File: config.mk
export PLATFORM = sky130hd
export DESIGN_NAME = q1_step_controller_flat
export DESIGN_NICKNAME = d
export VERILOG_FILES = /design/src/rtl/q1_seq_pkg.sv /design/src/rtl/q1_step_controller_if.sv /design/src/rtl/q1_step_counter.sv /design/src/rtl/q1_step_controller.sv /design/src/flat_wrapper.sv
export SDC_FILE = /design/constraint.sdc
export NUM_CORES = 1
export LEC_CHECK = 0
export CAP_MARGIN = 30
export CORE_MARGIN = 2
export CORE_UTILIZATION = 45
export DETAILED_ROUTE_END_ITERATION = 7
export PLACE_DENSITY = 0.83
export RECOVER_POWER = 25
export SLEW_MARGIN = 20
export SYNTH_ARGS = -nofsm -noshare
export SYNTH_HDL_FRONTEND = slang
export SYNTH_SLANG_ARGS = --single-unit
File: constraint.sdc
create_clock -name clk -period 2.5 [get_ports clk]
set_input_delay 0.5 -clock clk [delete_from_list [all_inputs] [get_ports clk]]
set_output_delay 0.5 -clock clk [all_outputs]
set_load 0.01 [all_outputs]
File: src/rtl/q1_seq_pkg.sv
// Shared types and constants for the JK state unit step controller.
package q1_seq_pkg;

    localparam int STEP_W_DEFAULT = 8;

    typedef enum logic [2:0] {
        IDLE,
        ARM,
        STEP,
        CHECK,
        DONE
    } state_e;

    localparam logic [1:0] ST_HIT     = 2'b00;
    localparam logic [1:0] ST_TIMEOUT = 2'b01;
    localparam logic [1:0] ST_ABORT   = 2'b10;

endpackage

File: src/rtl/q1_step_controller_if.sv
// Command, response and JK-unit control bundle; master is the command source
// (which also models the JK unit), slave is the controller.
interface q1_step_controller_if
    import q1_seq_pkg::*;
#(
    parameter int STEP_W = STEP_W_DEFAULT
);
    logic              cmd_valid;
    logic              cmd_ready;
    logic [1:0]        cmd_target;
    logic              cmd_x;
    logic [1:0]        cmd_ab;
    logic [STEP_W-1:0] cmd_limit;
    logic              abort;
    logic              ctl_e;
    logic              ctl_x;
    logic              ctl_a;
    logic              ctl_b;
    logic [1:0]        q_in;
    logic              rsp_valid;
    logic              rsp_ready;
    logic [1:0]        rsp_status;
    logic [STEP_W-1:0] rsp_steps;
    logic              busy;

    modport master (
        output cmd_valid, cmd_target, cmd_x, cmd_ab, cmd_limit, abort, q_in, rsp_ready,
        input  cmd_ready, ctl_e, ctl_x, ctl_a, ctl_b, rsp_valid, rsp_status, rsp_steps, busy
    );

    modport slave (
        input  cmd_valid, cmd_target, cmd_x, cmd_ab, cmd_limit, abort, q_in, rsp_ready,
        output cmd_ready, ctl_e, ctl_x, ctl_a, ctl_b, rsp_valid, rsp_status, rsp_steps, busy
    );
endinterface

File: src/rtl/q1_step_counter.sv
// Saturating enable-pulse counter. With Q1SEQ_TIMEOUT_EN it also holds the
// step limit (captured on clear) and flags count==limit.
module q1_step_counter
    import q1_seq_pkg::*;
#(
    parameter int STEP_W = STEP_W_DEFAULT
) (
    input  logic              clk,
    input  logic              reset,
    input  logic              clr_i,
    input  logic              inc_i,
`ifdef Q1SEQ_TIMEOUT_EN
    input  logic [STEP_W-1:0] limit_i,
    output logic              at_limit_o,
`endif
    output logic [STEP_W-1:0] count_o
);

    logic [STEP_W-1:0] count_q;

    // NOTE: sequential state uses non-blocking assignments so every register
    // samples the pre-edge values of its neighbours.
    always_ff @(posedge clk or negedge reset) begin
        if (!reset) begin
            count_q <= '0;
        end else if (clr_i) begin
            count_q <= '0;
        end else if (inc_i && (count_q != '1)) begin
            count_q <= count_q + STEP_W'(1);
        end
    end

    assign count_o = count_q;

`ifdef Q1SEQ_TIMEOUT_EN
    logic [STEP_W-1:0] limit_q;

    always_ff @(posedge clk or negedge reset) begin
        if (!reset) begin
            limit_q <= '0;
        end else if (clr_i) begin
            limit_q <= limit_i;
        end
    end

    // The count is zero in ARM, so this also covers the limit==0 case there.
    assign at_limit_o = (count_q == limit_q);
`endif

endmodule

File: src/rtl/q1_step_controller.sv
// Steps the JK state unit one enable pulse at a time until its state hits the
// target, the step limit expires (Q1SEQ_TIMEOUT_EN builds only) or abort.
module q1_step_controller
    import q1_seq_pkg::*;
#(
    parameter int STEP_W = STEP_W_DEFAULT
) (
    input logic                 clk,
    input logic                 reset,
    q1_step_controller_if.slave bus
);

    state_e      state_q, state_d;
    logic [1:0]  status_q, status_d;
    logic [1:0]  target_q;
    logic        x_q, a_q, b_q;
    logic        accept;
    logic        hit;
    logic        at_limit;
    logic [STEP_W-1:0] count;

    assign accept = (state_q == IDLE) && bus.cmd_valid;
    assign hit    = (bus.q_in == target_q);

    q1_step_counter #(.STEP_W(STEP_W)) u_counter (
        .clk        (clk),
        .reset      (reset),
        .clr_i      (accept),
        .inc_i      (state_q == STEP),
`ifdef Q1SEQ_TIMEOUT_EN
        .limit_i    (bus.cmd_limit),
        .at_limit_o (at_limit),
`endif
        .count_o    (count)
    );

`ifndef Q1SEQ_TIMEOUT_EN
    assign at_limit = 1'b0;
`endif

    // NOTE: every always_comb output gets a default first, so no path leaves
    // it unassigned and no latch is inferred.
    always_comb begin
        state_d  = state_q;
        status_d = status_q;
        unique case (state_q)
            IDLE: if (bus.cmd_valid) state_d = ARM;
            ARM, CHECK: begin
                if (bus.abort) begin
                    state_d  = DONE;
                    status_d = ST_ABORT;
                end else if (hit) begin
                    state_d  = DONE;
                    status_d = ST_HIT;
                end else if (at_limit) begin
                    state_d  = DONE;
                    status_d = ST_TIMEOUT;
                end else begin
                    state_d  = STEP;
                end
            end
            STEP: begin
                if (bus.abort) begin
                    state_d  = DONE;
                    status_d = ST_ABORT;
                end else begin
                    state_d  = CHECK;
                end
            end
            DONE: if (bus.rsp_ready) state_d = IDLE;
            default: state_d = IDLE;
        endcase
    end

    always_ff @(posedge clk or negedge reset) begin
        if (!reset) begin
            state_q  <= IDLE;
            status_q <= ST_HIT;
            target_q <= '0;
            x_q      <= 1'b0;
            a_q      <= 1'b0;
            b_q      <= 1'b0;
        end else begin
            state_q  <= state_d;
            status_q <= status_d;
            if (accept) begin
                target_q <= bus.cmd_target;
                x_q      <= bus.cmd_x;
                a_q      <= bus.cmd_ab[1];
                b_q      <= bus.cmd_ab[0];
            end
        end
    end

    // Outputs come straight from registers or state decode only.
    assign bus.cmd_ready  = (state_q == IDLE);
    assign bus.busy       = (state_q != IDLE);
    assign bus.ctl_e      = (state_q == STEP);
    assign bus.ctl_x      = x_q;
    assign bus.ctl_a      = a_q;
    assign bus.ctl_b      = b_q;
    assign bus.rsp_valid  = (state_q == DONE);
    assign bus.rsp_status = status_q;
    assign bus.rsp_steps  = count;

endmodule

File: src/flat_wrapper.sv
// flat-port wrapper written by rule: the top's interface ports become plain ports
module q1_step_controller_flat import q1_seq_pkg::*;
#(
    parameter int STEP_W = STEP_W_DEFAULT
)
  (clk, reset, bus_cmd_valid, bus_cmd_target, bus_cmd_x, bus_cmd_ab, bus_cmd_limit, bus_abort, bus_q_in, bus_rsp_ready, bus_cmd_ready, bus_ctl_e, bus_ctl_x, bus_ctl_a, bus_ctl_b, bus_rsp_valid, bus_rsp_status, bus_rsp_steps, bus_busy);
  q1_step_controller_if #(.STEP_W(STEP_W)) bus_i ();
  input logic clk;
  input logic reset;
  input wire logic [$bits(bus_i.cmd_valid)-1:0] bus_cmd_valid;
  input wire logic [$bits(bus_i.cmd_target)-1:0] bus_cmd_target;
  input wire logic [$bits(bus_i.cmd_x)-1:0] bus_cmd_x;
  input wire logic [$bits(bus_i.cmd_ab)-1:0] bus_cmd_ab;
  input wire logic [$bits(bus_i.cmd_limit)-1:0] bus_cmd_limit;
  input wire logic [$bits(bus_i.abort)-1:0] bus_abort;
  input wire logic [$bits(bus_i.q_in)-1:0] bus_q_in;
  input wire logic [$bits(bus_i.rsp_ready)-1:0] bus_rsp_ready;
  output wire logic [$bits(bus_i.cmd_ready)-1:0] bus_cmd_ready;
  output wire logic [$bits(bus_i.ctl_e)-1:0] bus_ctl_e;
  output wire logic [$bits(bus_i.ctl_x)-1:0] bus_ctl_x;
  output wire logic [$bits(bus_i.ctl_a)-1:0] bus_ctl_a;
  output wire logic [$bits(bus_i.ctl_b)-1:0] bus_ctl_b;
  output wire logic [$bits(bus_i.rsp_valid)-1:0] bus_rsp_valid;
  output wire logic [$bits(bus_i.rsp_status)-1:0] bus_rsp_status;
  output wire logic [$bits(bus_i.rsp_steps)-1:0] bus_rsp_steps;
  output wire logic [$bits(bus_i.busy)-1:0] bus_busy;
  assign bus_i.cmd_valid = bus_cmd_valid;
  assign bus_i.cmd_target = bus_cmd_target;
  assign bus_i.cmd_x = bus_cmd_x;
  assign bus_i.cmd_ab = bus_cmd_ab;
  assign bus_i.cmd_limit = bus_cmd_limit;
  assign bus_i.abort = bus_abort;
  assign bus_i.q_in = bus_q_in;
  assign bus_i.rsp_ready = bus_rsp_ready;
  assign bus_cmd_ready = bus_i.cmd_ready;
  assign bus_ctl_e = bus_i.ctl_e;
  assign bus_ctl_x = bus_i.ctl_x;
  assign bus_ctl_a = bus_i.ctl_a;
  assign bus_ctl_b = bus_i.ctl_b;
  assign bus_rsp_valid = bus_i.rsp_valid;
  assign bus_rsp_status = bus_i.rsp_status;
  assign bus_rsp_steps = bus_i.rsp_steps;
  assign bus_busy = bus_i.busy;
  q1_step_controller #(.STEP_W(STEP_W)) u_core (.clk(clk), .reset(reset), .bus(bus_i));
endmodule
==> flow_summary.json <==
{
  "synth_edf_count": 0,
  "skew_ps": 4.340,
  "drtAntennaViolNets": 0,
  "worst_setup_path_start_kind": "flip-flop",
  "gp_congestion": 0.7683,
  "async_flop_share_pct": 100.0,
  "grt_pass1_wl_um": 3249,
  "hold_violations": 0,
  "crit_required_ps": 2000,
  "grt_usage_pct": 16.99,
  "clk_pin_slew_ps": 90,
  "drt_iter0_markers": 8,
  "num_antenna_cells": 0,
  "ioPinCount": 37,
  "vdd_drop_max_v": 0.0005579,
  "avgSynthCellArea_um2": 10.44,
  "whs_path_depth": 1,
  "antenna_found_initial": 0,
  "cpLargestDelayFamily": "buffers and inverters",
  "clkLatencyLatePin_ps": 280,
  "fmax_mhz": 432.6,
  "maxCapViolCount": 0,
  "path_cells": "inv_1, nor3_1, clkdlybuf4s50_1",
  "cts_tree": "built",
  "ys_types": 35,
  "die_area_um2": 2418,
  "layout.cells.most_common": "clkdlybuf4s50_1",
  "cp.buffers_inverters": 2,
  "cts_buffers": 3,
  "avgViaCountPerCell": 5.336,
  "finalInstanceArea_um2": 1229,
  "post_cts_buffers": 0,
  "cp_max_fo": 6,
  "fp.dieH_um": 49.18,
  "period_needed_ps": 2312,
  "dpl.hpwl_um": 1454,
  "power_density_nw_per_um2": 936.6,
  "finalSetupViolCount": 0,
  "worstSetupEndpointType": "output port",
  "wl_um": 1934,
  "clockBufferDepth": 2,
  "synthCells": 88,
  "r2r_end": "u_core.u_counter.count_o[3]$_DFFE_PN0P_",
  "drt_pass1_iterations": 4,
  "placementRows": 16,
  "holdWs_ps": 527.5,
  "drc": 0,
  "port-buffer-count": 27,
  "grt_max_degree": 18,
  "cts_max_level": 1,
  "most-common-layout-cells": "clkdlybuf4s50_1, dfrtp_1, inv_1",
  "ys_ff_latch": 17,
  "die_w_um": 49.18,
  "synth_ff_type": "dfrtp_1",
  "coreArea_um2": 1942,
  "holdPathEnd": "u_core.bus.ctl_b$_DFFE_PN0P_",
  "yosys_warnings": 0,
  "cts-root-buf": "clkbuf_4",
  "fin_nets": 138,
  "grt-ovfl-total": 0,
  "slowest_delay_ps": 610,
  "placed_area_um2": 1202,
  "maxSlewViolCount": 0,
  "tns_ps": 0,
  "syn2layout_area_growth_pct": 33.79,
  "ys_seq_area_share_pct": 46.32,
  "max_slew_margin_pct": 48.67,
  "grt_pass1_vias": 754,
  "hold_class": "flip-flop to flip-flop",
  "status": "complete, no violations",
  "synthesis.area_um2": 918.4,
  "tightestPinTransition_ps": 767.4,
  "initial_utilization_pct": 47.29,
  "hp-start": "u_core.bus.ctl_b$_DFFE_PN0P_",
  "rsz0062_at_grt": "false",
  "crit_path_top_delay_cell": "clkdlybuf4s50_1",
  "synthesis.nets": 109,
  "p_leak_nw": 0.5220,
  "crit_arrival_ps": 1810,
  "postCtsHoldBufs": 0,
  "clkSinkCount": 17,
  "rr_worst_depth": 5,
  "crit_type": "flip-flop to output port",
  "reg2reg_from": "u_core.u_counter.count_o[0]$_DFFE_PN0P_",
  "drive_above_1_share_pct": 14.66,
  "cts_resized": 0,
  "post-route-period-util_pct": 92.46,
  "path_depth": 3,
  "fillerInstances": 171,
  "regToRegSetupSlack_ps": 590,
  "dr_total_vias": 763,
  "wl_per_cell_um": 13.52
}
[power by group]
part | leakage (nW) | switching, mW | internal [mW]
clock network | 0.0150 | 0.0820 | 0.0618
logic | 0.286 | 0.236 | 0.298
registers | 0.221 | 0.111 | 0.362
[worst max-delay path by stage]
stage	end	startpoint	slack [ps]
2_1_floorplan	u_core.u_counter.count_o[3]$_DFFE_PN0P_	u_core.u_counter.count_o[0]$_DFFE_PN0P_	740
3_3_place_gp	u_core.u_counter.count_o[3]$_DFFE_PN0P_	bus_cmd_valid	560
3_5_place_dp	bus_rsp_valid	u_core.state_q[2]$_DFFE_PN0P_	520
4_1_cts	bus_rsp_valid	u_core.state_q[2]$_DFFE_PN0P_	200
5_1_grt	bus_rsp_valid	u_core.state_q[2]$_DFFE_PN0P_	80
6_report	bus_rsp_valid	u_core.state_q[2]$_DFFE_PN0P_	190
[cell families after synthesis]
kind of cell             synth area share, %
AO/OA/AOI/OAI                          16.21
XOR/XNOR                               1.908
adder cells (fa/ha/maj)                1.362
buffers and inverters                  5.994
flip-flops                             46.32
multiplexers                           9.945
other                                 0.4083
AND/OR/NAND/NOR                        17.85
[final cells by class]
cell class / count / area (µm²) / area share [%]
multi-input cells: 60 / 437.9 / 35.64
flip-flops and latches: 17 / 425.4 / 34.62
repair buffers: 27 / 270.3 / 22.00
inverters: 8 / 35.03 / 2.851
well taps: 27 / 33.78 / 2.749
clock buffers: 4 / 26.28 / 2.138
[per-stage QoR]
stage	total power, mW	worst slack, ps	instances	utilization [%]
6_report	1.151	188.4	143	63.27
5_1_grt	1.230	84.78	143	63.27
4_1_cts	1.161	203.7	143	63.27
3_5_place_dp	1.014	519.5	139	61.92
3_3_place_gp	0.9938	560.9	139	61.92
2_1_floorplan	0.7733	743.0	88	-
[flip-flops by register name, indices dropped and copies added, names as in the netlist]
name                      count
u_core.u_counter.count_o      8
u_core.state_q                3
u_core.target_q               2
u_core.bus.ctl_a              1
u_core.bus.ctl_b              1
u_core.bus.ctl_x              1
u_core.bus.rsp_status         1
[layer usage]
| metal | up-vias | GRT usage [%] | share of wire (%) |
|---|---|---|---|
| met5 | - | 0 | 0 |
| met4 | 0 | 7.143 | 0.62 |
| met3 | 2 | 3.067 | 4.6 |
| met2 | 19 | 28.83 | 52 |
| met1 | 373 | 21.12 | 43 |
| li1 | 369 | - | - |
[synthesized netlist by cell type (all sizes together) (2+ instances only)]
cell     n  area share, %
nand3    7            4.4
nor3     4            3.4
mux2     6            7.8
mux2i    2            2.2
dfrtp   17             46
o21ai    5            2.7
xor2     2            1.9
a31oi    2            1.4
nor2     4            2.5
o211ai   2            1.6
a21oi    5            2.7
nand2    7            3.7
inv      7            2.9
buf      3            2.2
Note: power is estimated with default switching activity, not from simulation.
